`src/rtl/commit_monitor.sv`:
```
// Commit monitor: watches register-file writeback for a completion signature,
// bounds the run with a cycle budget and reports pass/fail plus retire statistics.
module commit_monitor #(
    parameter int unsigned       XLEN           = 64,
    parameter logic [4:0]        SIG_REG        = 5'd31,
    parameter logic [XLEN-1:0]   SIG_VALUE      = XLEN'(64'h7FF),
    parameter int unsigned       TIMEOUT_CYCLES = 1000,
    parameter int unsigned       DRAIN_CYCLES   = 10,
    parameter int unsigned       CNT_W          = 32
) (
    input  logic             clk,
    input  logic             rst,
    input  logic             wb_we,
    input  logic [4:0]       wb_rd,
    input  logic [XLEN-1:0]  wb_data,
    input  logic [XLEN-1:0]  pc_f,
    output logic             done,
    output logic             pass,
    output logic [1:0]       fail_code,
    output logic [CNT_W-1:0] cycle_count,
    output logic [CNT_W-1:0] retire_count,
    output logic [7:0]       x0_warn_count,
    output logic [XLEN-1:0]  fail_pc
);

    localparam logic [1:0] FC_NONE      = 2'b00;
    localparam logic [1:0] FC_TIMEOUT   = 2'b01;
    localparam logic [1:0] FC_MISALIGN  = 2'b10;

    typedef enum logic [2:0] {
        S_IDLE,
        S_RUN,
        S_DRAIN,
        S_PASS,
        S_FAIL
    } state_t;

    state_t           state, state_nxt;
    logic [CNT_W-1:0] drain_cnt, drain_nxt;
    logic             done_nxt, pass_nxt;
    logic [1:0]       fail_code_nxt;
    logic [XLEN-1:0]  fail_pc_nxt;
    logic [CNT_W-1:0] cycle_nxt, retire_nxt;
    logic [7:0]       x0_warn_nxt;
    logic             count_en;
    logic             sig_hit;
    logic             misaligned;
    logic             timeout;

    assign sig_hit    = wb_we && (wb_rd == SIG_REG) && (wb_data == SIG_VALUE);
    assign misaligned = (pc_f[1:0] != 2'b00);
    assign timeout    = (cycle_count == CNT_W'(TIMEOUT_CYCLES - 1));

    // Next-state, status and counter updates
    always_comb begin
        state_nxt     = state;
        drain_nxt     = drain_cnt;
        done_nxt      = done;
        pass_nxt      = pass;
        fail_code_nxt = fail_code;
        fail_pc_nxt   = fail_pc;
        cycle_nxt     = cycle_count;
        retire_nxt    = retire_count;
        x0_warn_nxt   = x0_warn_count;
        count_en      = 1'b0;

        case (state)
            S_IDLE: begin
                state_nxt = S_RUN;
            end
            S_RUN: begin
                count_en  = 1'b1;
                cycle_nxt = cycle_count + CNT_W'(1);
                if (sig_hit) begin
                    state_nxt = S_DRAIN;
                    drain_nxt = CNT_W'(DRAIN_CYCLES - 1);
                end else if (misaligned) begin
                    state_nxt     = S_FAIL;
                    done_nxt      = 1'b1;
                    fail_code_nxt = FC_MISALIGN;
                    fail_pc_nxt   = pc_f;
                    cycle_nxt     = cycle_count;
                end else if (timeout) begin
                    state_nxt     = S_FAIL;
                    done_nxt      = 1'b1;
                    fail_code_nxt = FC_TIMEOUT;
                    cycle_nxt     = cycle_count;
                end
            end
            S_DRAIN: begin
                count_en  = 1'b1;
                cycle_nxt = cycle_count + CNT_W'(1);
                if (drain_cnt == '0) begin
                    state_nxt = S_PASS;
                    done_nxt  = 1'b1;
                    pass_nxt  = 1'b1;
                end else begin
                    drain_nxt = drain_cnt - CNT_W'(1);
                end
            end
            S_PASS, S_FAIL: begin
                state_nxt = state;
            end
            default: begin
                state_nxt = S_IDLE;
            end
        endcase

        // Writes of zero to x0 are pipeline bubbles and are not counted at all
        if (count_en && wb_we) begin
            if (wb_rd != 5'd0) begin
                retire_nxt = retire_count + CNT_W'(1);
            end else if ((wb_data != '0) && (x0_warn_count != 8'hFF)) begin
                x0_warn_nxt = x0_warn_count + 8'd1;
            end
        end
    end

    always_ff @(posedge clk or posedge rst) begin
        if (rst) begin
            state         <= S_IDLE;
            drain_cnt     <= '0;
            done          <= 1'b0;
            pass          <= 1'b0;
            fail_code     <= FC_NONE;
            fail_pc       <= '0;
            cycle_count   <= '0;
            retire_count  <= '0;
            x0_warn_count <= '0;
        end else begin
            state         <= state_nxt;
            drain_cnt     <= drain_nxt;
            done          <= done_nxt;
            pass          <= pass_nxt;
            fail_code     <= fail_code_nxt;
            fail_pc       <= fail_pc_nxt;
            cycle_count   <= cycle_nxt;
            retire_count  <= retire_nxt;
            x0_warn_count <= x0_warn_nxt;
        end
    end

endmodule
```
`config.mk`:
```
export PLATFORM = sky130hd
export DESIGN_NAME = commit_monitor
export DESIGN_NICKNAME = d
export VERILOG_FILES = /design/src/rtl/commit_monitor.sv
export SDC_FILE = /design/constraint.sdc
export NUM_CORES = 1
export LEC_CHECK = 0
export ABC_CLOCK_PERIOD_IN_PS = 5100
export BUFFER_PORTS_ARGS = -buffer_cell sky130_fd_sc_hd__buf_4
export CORE_UTILIZATION = 45
export CTS_CLUSTER_DIAMETER = 150
export CTS_CLUSTER_SIZE = 30
export DETAILED_ROUTE_END_ITERATION = 8
export HOLD_SLACK_MARGIN = 0.02
export PLACE_DENSITY = 0.73
export SYNTH_ARGS = -nofsm -noshare
export SYNTH_HDL_FRONTEND = slang
export SYNTH_SLANG_ARGS = --single-unit
```
`constraint.sdc`:
```
create_clock -name clk -period 5.1 [get_ports clk]
set_input_delay 0.51 -clock clk [delete_from_list [all_inputs] [get_ports clk]]
set_output_delay 0.51 -clock clk [all_outputs]
set_load 0.01 [all_outputs]
```
==> metrics.csv, run 1 <==
metric;value;unit
outcome;complete, no violations;
Final Skew;0.0160;ns
flops & latches, synth;175;
Clock Pin Slew Worst Setup and Hold Paths;0.08;ns
Pins Over Slew Limit;0;
Worst Hold Class;primary input to flop;
post-synthesis mux area share;8.73;%
placed inst area;10500;um2
Horiz. Die Dim;137;um
# fillers;1502;
initial antenna violation count;0;
Initial DRT Pass Iterations;4;
Synth area leaders;dfrtp_1, mux2_1, xnor2_1;
Post-CTS Resized;0;
Leakage;4.86;nW
final hold viol count;0;
largest family of logic cells by synthesized area;simple AND/OR/NAND/NOR gates;
unrepaired setup endpoints after global routing;false;
Avg Cell Area, Syn;11.1;um2
DR WL/cell;16.1;um
Rows;49;
Compound-Gate Fraction of Synth Area;3.10;%
Boundary Pins;276;
total clock sinks;175;
worst-skew pair later-pin latency;0.44;ns
vias in the first global route;6228;
GRT met1 Usage;28.0;%
Synth warnings;0;
Peak supply drop;0.000282;V
Max Cap Viol;0;
Post-CTS Setup Bufs;0;
Final setup viols;0;
crit path launch type;flop;
share of cells above drive strength 1;31.7;%
GR Util met3;6.07;%
CP Class;flop to flop;
CTS root buf;clkbuf_16;
Synth Flop Type;dfrtp_1;
Fin Setup TNS;0;ns
Slew @ Worst Pin;1.25;ns
diode count;0;
Critical Path Fanout Max;33;
Critical Path End Type;flop;
post-synthesis sequential area ratio;53.1;%
GRT Util Overall;21.6;%
cell area after layout;11100;um2
first-pass GRT wire length;31.7;mm
via/cell ratio;5.32;
routability cong.;0.803;
Synth Area in XOR/XNOR;9.35;%
largest net degree at the start of global routing;176;
Remaining DRCs;0;
CTS buffer count;17;
nets;1154;
Yosys top cell by area;dfrtp_1;
CTS tree;yes;
max frequency;293;MHz
Critical Path RT;5.36;ns
Post-Synth Simple-Gate Area;22.7;%
Routed Wire Length;20.2;mm
Die ar.;18900;um2
Die Height;137;um
Post-Synthesis Cells;742;
Post-synth EDFFs;0;
clk buf depth;2;
minimum clock period;3.42;ns
pwr dens;413;nW/um2
Max-slew headroom;16.4;%
DP HPWL;14.4;mm
crit path from;state[2]$_DFFE_PP0P_;
Overflow after GRT;0;
1st-iter DRT viols;295;
grt met2 use;34.5;%
Cell Area, Synth;8240;um2
Net Count, Synth;882;
core area;18000;um2
R2R Path Start;state[2]$_DFFE_PP0P_;
hold_buf cts;0;
Initial Utilization;45.9;%
Antenna Nets Post-Route;0;
I/O Buffers;275;
synth unique cells;51;
Top Usage Layer GRT;met2;
Yosys top cell area share;53.1;%
Hold Path Origin;pc_f[55];
Synth async-reset ratio;100;%
Final period util;67.0;%
Data arrival, critical path;3.68;ns
H-tree depth;4;
area grow syn2layout;34.8;%
Vias;6680;
Post-Route Utilization;61.9;%
Synth Area in Adders;0.607;%
[worst max-delay path, stage by stage (launching register included)]
cell and delay [ns]:
dfrtp_1 0.76, or3b_2 0.76, nor2_1 0.16, nand4_1 0.86
nand4_1 0.45, xor2_1 0.20, nor2_1 0.06
[per-layer routing]
metal	vias up	part of all wire, %
met4	0	1.8
met2	196	48
met1	3230	43
met5	-	0
li1	3230	-
met3	24	6.7
[cell usage after synthesis (2+ instances only)]
| library cell | n |
|---|---|
| nor4b_4 | 3 |
| clkbuf_1 | 13 |
| or3_1 | 16 |
| and3_1 | 14 |
| nor4bb_1 | 2 |
| ha_1 | 4 |
| buf_2 | 4 |
| buf_4 | 2 |
| mux2_1 | 62 |
| nor2_1 | 60 |
| nor3_1 | 30 |
| nor4_2 | 2 |
| and2_1 | 4 |
| o21ai_0 | 13 |
| and4_1 | 5 |
| a21o_1 | 2 |
| nand2b_1 | 8 |
| xnor2_1 | 57 |
| a22o_1 | 3 |
| nor2b_1 | 2 |
| nand3_1 | 37 |
| xor2_1 | 31 |
| buf_6 | 7 |
| nand4b_1 | 4 |
| nand4_1 | 43 |
| nand2_1 | 46 |
| dfrtp_1 | 175 |
| nor4_1 | 36 |
| inv_1 | 8 |
| or4_1 | 10 |
| nand3b_1 | 2 |
| a21oi_1 | 18 |
[power by group]
part	internal (mW)	switching, mW	total, mW	leakage (nW)
Combinational	0.719	0.580	1.30	2.41
Clock	0.752	0.607	1.36	0.301
Sequential	1.70	0.231	1.93	2.15
Total	3.17	1.42	4.59	4.86
[placed cells by master (no fill, tap or decap), types with 2 or more instances in the layout]
| cell | n |
|---|---|
| mux2_1 | 62 |
| clkinvlp_4 | 2 |
| nand2_1 | 46 |
| dfrtp_1 | 175 |
| a22o_1 | 3 |
| ha_1 | 4 |
| or4_1 | 10 |
| clkinv_4 | 2 |
| nand4_1 | 43 |
| nor4b_4 | 3 |
| nor4bb_1 | 2 |
| nand3_1 | 37 |
| and3_1 | 14 |
| xor2_1 | 31 |
| nor3_1 | 29 |
| nor2_1 | 60 |
| and2_1 | 4 |
| clkbuf_16 | 17 |
| nor4_2 | 2 |
| a21o_1 | 2 |
| nor4_1 | 36 |
| nor2b_1 | 2 |
| and4_1 | 5 |
| xnor2_1 | 57 |
| a21oi_1 | 18 |
| inv_1 | 7 |
| nand2b_1 | 8 |
| nand3b_1 | 2 |
| buf_4 | 279 |
| inv_8 | 4 |
| bufinv_16 | 2 |
| or3_1 | 16 |
| o21ai_0 | 13 |
| clkinv_8 | 3 |
| nand4b_1 | 4 |
| inv_6 | 2 |
[state kept, by name, indices dropped and copies added (netlist names), 2 cells and up]
name and count:
drain_cnt 32, state 3, fail_pc 64, x0_warn_count 8
fail_code 2, retire_count 32, cycle_count 32
[logic make-up (layout without fill, tap and decap cells)]
kind of cell | count (synthesis) | count (layout)
flops | 175 | 175
simple gates | 333 | 333
xor+xnor | 88 | 88
mux | 64 | 64
fa+ha+maj | 4 | 4
buf+inv | 35 | 320
compound gates | 43 | 43
[final cells by class]
type	instances	area [um2]	area share (%)
clock inverters	14	196	1.77
well taps	229	287	2.58
flip-flops and latches	175	4380	39.4
repair buffers	280	2110	19.0
multi-input cells	532	3670	33.1
clock buffers	18	429	3.86
inverters	8	33.8	0.304
[through the flow]
stage / hold slack [ns] / total power [mW] / setup WS, ns / std cells
6_report: 0.281 / 4.59 / 1.68 / 1256
3_3_place_gp: 0.453 / 3.24 / 1.63 / 1224
4_1_cts: 0.267 / 4.65 / 1.72 / 1256
5_1_grt: 0.272 / 4.85 / 1.41 / 1256
3_5_place_dp: 0.455 / 3.28 / 1.63 / 1224
2_1_floorplan: 0.489 / 2.60 / 2.35 / 742
[path summary, 6_finish.rpt]
check | end | slack (ns) | cells after the start
worst min-delay path | fail_pc[55]$_DFFE_PP0P_ | 0.28 | 2
max in group asynchronous | drain_cnt[10]$_DFFE_PP0P_ | 4.07 | 3
worst max-delay path | drain_cnt[7]$_DFFE_PP0P_ | 1.68 | 6
min in group asynchronous | cycle_count[13]$_DFFE_PP0P_ | 0.31 | 3
worst min register to register | pass$_DFFE_PP0P_ | 0.47 | 1
worst max register to register | drain_cnt[7]$_DFFE_PP0P_ | 1.68 | 6
No activity file was read; power rests on OpenSTA's default activity.
==> inputs of run 2 (changes only) <==
--- a/config.mk
+++ b/config.mk
@@ -5,14 +5,15 @@
 export SDC_FILE = /design/constraint.sdc
 export NUM_CORES = 1
 export LEC_CHECK = 0
-export ABC_CLOCK_PERIOD_IN_PS = 5100
+export ABC_AREA = 1
+export ABC_CLOCK_PERIOD_IN_PS = 3100
 export BUFFER_PORTS_ARGS = -buffer_cell sky130_fd_sc_hd__buf_4
 export CORE_UTILIZATION = 45
 export CTS_CLUSTER_DIAMETER = 150
 export CTS_CLUSTER_SIZE = 30
 export DETAILED_ROUTE_END_ITERATION = 8
 export HOLD_SLACK_MARGIN = 0.02
-export PLACE_DENSITY = 0.73
+export PLACE_DENSITY = 0.71
 export SYNTH_ARGS = -nofsm -noshare
 export SYNTH_HDL_FRONTEND = slang
 export SYNTH_SLANG_ARGS = --single-unit
==> constraint.sdc (replaced) <==
create_clock -name clk -period 3.1 [get_ports clk]
set_input_delay 0.31 -clock clk [delete_from_list [all_inputs] [get_ports clk]]
set_output_delay 0.31 -clock clk [all_outputs]
set_load 0.01 [all_outputs]
==> metrics.csv, run 2 <==
metric;value;unit;change
Data arrival, critical path;2.87;ns;-0.81 ns
Post-Synthesis Cells;1343;;+81%
most common cell after layout, fill and taps aside;nand2_1;;
Overflow after GRT;0;;unchanged
Critical Path RT;3.41;ns;-1.95 ns
1st-iter DRT viols;658;;+120%
final hold viol count;0;;unchanged
crit path launch type;flop;;
Boundary Pins;276;;unchanged
Synth top cells by count;nand2_1, nor2_1, dfrtp_1, nand3_1, inv_1;;
Horiz. Die Dim;149;um;+8.2%
Max Cap Viol;0;;unchanged
cell area after layout;12500;um2;+13%
Worst Hold Class;primary input to flop;;
Worst path max stage delay;0.44;ns;-0.42 ns
H-tree depth;4;;unchanged
Initial Utilization;45.9;%;about the same
minimum clock period;2.56;ns;-0.861 ns
outcome;complete, no violations;;
total clock sinks;175;;unchanged
core area;21100;um2;+17%
I/O Buffers;275;;unchanged
Synth Area in Adders;0.517;%;-0.090 points
Synth area leaders;dfrtp_1, nand2_1, nor2_1;;
Peak supply drop;0.000418;V;+48%
initial antenna violation count;0;;unchanged
CTS root buf;clkbuf_16;;
Synth Flop Type;dfrtp_1;;
Max-slew headroom;52.9;%;+36 points
Die Height;149;um;+8.2%
CTS tree;yes;;
Top Usage Layer GRT;met2;;
pre-CTS setup slack;0.606;ns;-1.02 ns
Antenna Nets Post-Route;0;;unchanged
synth unique cells;32;;-37%
DP HPWL;20.0;mm;+39%
Critical Path End Type;flop;;
routability cong.;0.926;;+15%
Slew @ Worst Pin;0.707;ns;-0.543 ns
Post-Synth Simple-Gate Area;38.9;%;+16 points
count leader, synth;nand2_1;;
Post-CTS Resized;0;;unchanged
Cell Area, Synth;9680;um2;+17%
GRT met1 Usage;31.2;%;+3.2 points
clk buf depth;2;;unchanged
unrepaired setup endpoints after global routing;false;;
first-pass GRT wire length;43.6;mm;+38%
placed cell count;1868;;+53%
critical path, cell by cell;nor2_1 > nand2_1 > nand2_1 > nand3_1 > inv_1 > buf_4 > nand2_1 > xnor2_1;;
max frequency;391;MHz;+34%
share of cells above drive strength 1;21.0;%;-11 points
Compound-Gate Fraction of Synth Area;2.22;%;-0.87 points
Final period util;82.4;%;+15 points
diode count;0;;unchanged
Critical Path Fanout Max;13;;-61%
Final Skew;0.0100;ns;-0.00594 ns
DR WL/cell;14.1;um;-13%
Remaining DRCs;0;;unchanged
largest net degree at the start of global routing;77;;-56%
Avg Cell Area, Syn;7.21;um2;-35%
CP Class;flop to flop;;
nets;1753;;+52%
Yosys top cell by area;dfrtp_1;;
Rows;53;;+8.2%
GRT Util Overall;24.9;%;+3.2 points
Synth async-reset ratio;100;%;unchanged
worst-skew pair later-pin latency;0.43;ns;about the same
flops & latches, synth;175;;unchanged
Biggest register;fail_pc;;
Synth Area in XOR/XNOR;6.79;%;-2.6 points
worst path bufs/invs;2;;+2
post-synthesis mux area share;0;%;-8.7 points
most used cell, CP;nand2_1;;
Final WS setup;0.544;ns;-1.14 ns
grt met2 use;42.6;%;+8.1 points
overall power;8.18;mW;+78%
Net Count, Synth;1483;;+68%
area grow syn2layout;29.5;%;
slowest CP cell;inv_1;;
cell family with most CP delay;simple AND/OR/NAND/NOR gates;;
Post-Route Utilization;59.5;%;-2.4 points
Yosys top cell area share;45.2;%;-7.9 points
Post-synth EDFFs;0;;unchanged
via/cell ratio;4.97;;-6.6%
Synth warnings;0;;unchanged
Fin Setup TNS;0;ns;unchanged
Initial DRT Pass Iterations;5;;+1
pwr dens;652;nW/um2;+58%
placed inst area;11900;um2;+14%
Clock Pin Slew Worst Setup and Hold Paths;0.07;ns;about the same
Post-Layout Cell Count;1901;;+51%
Routed Wire Length;26.7;mm;+32%
GR Util met3;5.67;%;-0.40 points
Leakage;6.66;nW;+37%
WHS;0.0777;ns;-0.203 ns
Die ar.;22100;um2;+17%
Pins Over Slew Limit;0;;unchanged
CTS buffer count;17;;unchanged
post-synthesis sequential area ratio;45.2;%;-7.9 points
max FFs per register;64;;unchanged
leading cell types in the layout, fill and taps excluded;nand2_1, buf_4, nor2_1, dfrtp_1, nand3_1;;
vias in the first global route;9011;;+45%
Vias;9446;;+41%
Final setup viols;0;;unchanged
largest family of logic cells by synthesized area;simple AND/OR/NAND/NOR gates;;
-- run 2: worst register-to-register path, stage by stage, from the launching register on --
cell and delay [ns]:
dfrtp_1 0.41, nor2_1 0.20, nand2_1 0.33, nand2_1 0.20, nand3_1 0.39, inv_1 0.44, buf_4 0.26, nand2_1 0.09
xnor2_1 0.12
-- run 2: logic make-up (layout without fill, tap and decap cells) --
logic type      after synthesis  in the layout
compound gates               43             43
xor+xnor                     75             75
simple gates                922            922
flops                       175            175
buf+inv                     124            407
fa+ha+maj                     4              4
-- run 2: routing by layer --
layer / wire length [um] / share of wire, % / vias to the layer above
met2: 12800 / 48 / 350
met5: 0 / 0 / -
met3: 1970 / 7.3 / 38
li1: - / - / 4717
met4: 488 / 1.8 / 0
met1: 11500 / 43 / 4341
-- run 2: power by group --
group	internal, mW	switching [mW]	total, mW
logic	1.17	1.66	2.83
registers	2.82	0.374	3.19
clock network	1.15	1.01	2.16
-- run 2: cell type report --
| type | instances | area (um2) |
|---|---|---|
| Clock inverter | 15 | 168 |
| Clock buffer | 17 | 425 |
| Inverter | 87 | 330 |
| Timing Repair Buffer | 288 | 2200 |
| Multi-Input combinational cell | 1044 | 4690 |
| Tap cell | 275 | 344 |
| Sequential cell | 175 | 4380 |
| Fill cell | 1949 | 8550 |
-- run 2: what timing repair did --
| action | CTS | global route |
|---|---|---|
| setup buffers | 0 | 0 |
| endpoints found under the hold margin | 11 | 0 |
| hold buffers | 1 | 0 |
-- run 2: worst paths after layout --
path,startpoint,end,slack [ns],cells past startpoint
max,state[0]$_DFFE_PP0P_,retire_count[9]$_DFFE_PP0P_,0.54,8
min,pc_f[13],fail_pc[13]$_DFFE_PP0P_,0.08,3
max reg2reg,state[0]$_DFFE_PP0P_,retire_count[9]$_DFFE_PP0P_,0.54,8
min reg2reg,pass$_DFFE_PP0P_,pass$_DFFE_PP0P_,0.47,1
max in group asynchronous,rst,fail_pc[12]$_DFFE_PP0P_,1.98,4
min in group asynchronous,rst,drain_cnt[29]$_DFFE_PP0P_,0.42,3
==> inputs of run 3 (changes only) <==
--- a/config.mk
+++ b/config.mk
@@ -6,7 +6,7 @@
 export NUM_CORES = 1
 export LEC_CHECK = 0
 export ABC_AREA = 1
-export ABC_CLOCK_PERIOD_IN_PS = 3100
+export ABC_CLOCK_PERIOD_IN_PS = 2300
 export BUFFER_PORTS_ARGS = -buffer_cell sky130_fd_sc_hd__buf_4
 export CORE_UTILIZATION = 45
 export CTS_CLUSTER_DIAMETER = 150
==> constraint.sdc (replaced) <==
create_clock -name clk -period 2.3 [get_ports clk]
set_input_delay 0.23 -clock clk [delete_from_list [all_inputs] [get_ports clk]]
set_output_delay 0.23 -clock clk [all_outputs]
set_load 0.01 [all_outputs]
==> metrics.csv, run 3 (synthesis results as in run 2) <==
metric;value;unit;change
Post-CTS Setup Bufs;0;;unchanged
most common cell after layout, fill and taps aside;nand2_1;;
CP Class;flop to flop;;
Post-Route Utilization;62.6;%;+3.2 points
routability cong.;0.894;;-3.5%
Vias;9677;;+2.4%
Worst path max stage delay;0.50;ns;+0.06 ns
final hold viol count;0;;unchanged
CTS tree;yes;;
NetSw;4.17;mW;+37%
1st-iter DRT viols;487;;-26%
worst-skew pair later-pin latency;0.43;ns;about the same
area grow syn2layout;36.4;%;
placed inst area;12000;um2;+0.63%
cell area after layout;13200;um2;+5.3%
GRT Util Overall;25.8;%;+0.96 points
Final Skew;0.0111;ns;+0.00112 ns
Fin Setup TNS;0;ns;unchanged
Initial DRT Pass Iterations;5;;unchanged
outcome;complete, no violations;;
pwr dens;843;nW/um2;+29%
via/cell ratio;4.90;;-1.3%
Remaining DRCs;0;;unchanged
crit path launch type;flop;;
initial antenna violation count;0;;unchanged
combinational fraction of design power;35.6;%;+1.0 points
DR WL/cell;14.1;um;about the same
I/O Buffers;275;;unchanged
DP HPWL;20.0;mm;+0.22%
Critical Path RT;2.65;ns;-0.76 ns
Overflow after GRT;0;;unchanged
Hold Path Origin;pc_f[58];;
critical path, cell by cell;ha_1 > nand3_1 > nor2_1 > nand2_1 > o21ai_1 > nand3_2 > nand2_1 > buf_12 > nand2_1 > o21ai_0;;
Pins Over Slew Limit;0;;unchanged
most used cell, CP;nand2_1;;
diode count;0;;unchanged
Routed Wire Length;27.7;mm;+3.7%
total clock sinks;175;;unchanged
Clock Pin Slew Worst Setup and Hold Paths;0.07;ns;about the same
Initial Utilization;45.9;%;unchanged
CTS buffer count;17;;unchanged
Biggest register;fail_pc;;
Die Height;149;um;unchanged
max frequency;484;MHz;+24%
Seq pwr share;39.0;%;about the same
Slew @ Worst Pin;0.747;ns;+0.0401 ns
Critical Path Fanout Max;38;;+25
Boundary Pins;276;;unchanged
Max-slew headroom;50.2;%;-2.7 points
overall power;11.1;mW;+36%
core area;21100;um2;unchanged
# fillers;1830;;-6.1%
Rows;53;;unchanged
cell family with most CP delay;simple AND/OR/NAND/NOR gates;;
WHS;0.0304;ns;-0.0474 ns
worst path bufs/invs;1;;-1
first-pass GRT wire length;45.7;mm;+4.6%
Data arrival, critical path;2.41;ns;-0.46 ns
crit path from;cycle_count[0]$_DFFE_PP0P_;;
Horiz. Die Dim;149;um;unchanged
Antenna Nets Post-Route;0;;unchanged
CTS root buf;clkbuf_16;;
Critical Path End Type;flop;;
Worst Hold Class;primary input to flop;;
Peak supply drop;0.000411;V;-1.7%
Final setup viols;0;;unchanged
minimum clock period;2.07;ns;-0.490 ns
largest net degree at the start of global routing;87;;+13%
nets;1825;;+4.1%
clk buf depth;2;;unchanged
Switching Share;37.5;%;+0.36 points
Final period util;89.8;%;+7.4 points
Clock Power Share;25.4;%;-1.0 points
leading cell types in the layout, fill and taps excluded;nand2_1, buf_4, nor2_1, dfrtp_1, nand3_1;;
max FFs per register;64;;unchanged
slowest CP cell;dfrtp_1;;
Max Cap Viol;0;;unchanged
H-tree depth;4;;unchanged
R2R Path Start;cycle_count[0]$_DFFE_PP0P_;;
Leakage;6.95;nW;+4.3%
Die ar.;22100;um2;unchanged
share of cells above drive strength 1;20.7;%;-0.30 points
unrepaired setup endpoints after global routing;false;;
vias in the first global route;9313;;+3.4%
Internal Power;6.95;mW;+35%
run 3: changes by cell type in the layout (fill, tap and decap cells not counted):
| cell | change |
|---|---|
| clkbuf_8 | +1 |
| inv_8 | -3 |
| clkinvlp_4 | +3 |
| bufinv_16 | -1 |
| buf_4 | +10 |
| dlygate4sd3_1 | +62 |
| clkinv_4 | -2 |
| inv_6 | +2 |
run 3: path summary, 6_finish.rpt:
check	end	slack (ns)	depth (start not counted)
min in group asynchronous	drain_cnt[29]$_DFFE_PP0P_	0.50	4
max	cycle_count[18]$_DFFE_PP0P_	0.23	10
min	fail_pc[58]$_DFFE_PP0P_	0.03	3
max reg2reg	cycle_count[18]$_DFFE_PP0P_	0.23	10
min reg2reg	fail_pc[18]$_DFFE_PP0P_	0.48	2
max in group asynchronous	fail_pc[24]$_DFFE_PP0P_	1.13	4
run 3: power by group through the flow:
stage          clock (mW)  sequential (mW)  combinational, mW
5_1_grt              3.03             4.44               4.41
3_5_place_dp            0             4.38               3.88
2_1_floorplan           0             4.60               1.94
6_report             2.82             4.34               3.97
3_3_place_gp            0             4.37               3.78
4_1_cts              2.88             4.33               3.97
run 3: layout make-up:
cell class | instances | area (um2) | area share (%)
Sequential cell | 175 | 4380 | 33.2
Clock inverter | 14 | 126 | 0.957
Multi-Input combinational cell | 1044 | 4690 | 35.5
Timing Repair Buffer | 360 | 2900 | 21.9
Tap cell | 275 | 344 | 2.61
Inverter | 87 | 330 | 2.50
Clock buffer | 18 | 439 | 3.33
run 3: worst reg2reg max path, cell delays in order, from the launching register on:
cell	delay, ns
dfrtp_1	0.50
ha_1	0.27
nand3_1	0.09
nor2_1	0.14
nand2_1	0.12
o21ai_1	0.19
nand3_2	0.16
nand2_1	0.14
buf_12	0.20
nand2_1	0.09
o21ai_0	0.09
run 3: metrics by stage:
stage	setup slack [ns]	instances
after floorplan	-0.169	1343
after global placement	0.199	1878
after detailed placement	0.151	1878
after CTS	0.224	1973
after global routing	0.0595	1973
final	0.235	1973
run 3: repair_timing:
item / 4_1_cts / 5_1_grt
hold buffers: 63 / 0
gates resized for setup: 0 / 0
hold endpoints to repair: 180 / 0
run 3: per-layer routing:
layer  up-vias  routed length, um  global-route usage (%)
li1       4849                  -                       -
met1      4453              12300                    33.1
met2       343              13200                    44.0
met3        32               1850                    5.25
met4         0                462                    7.37
met5         -                  0                       0
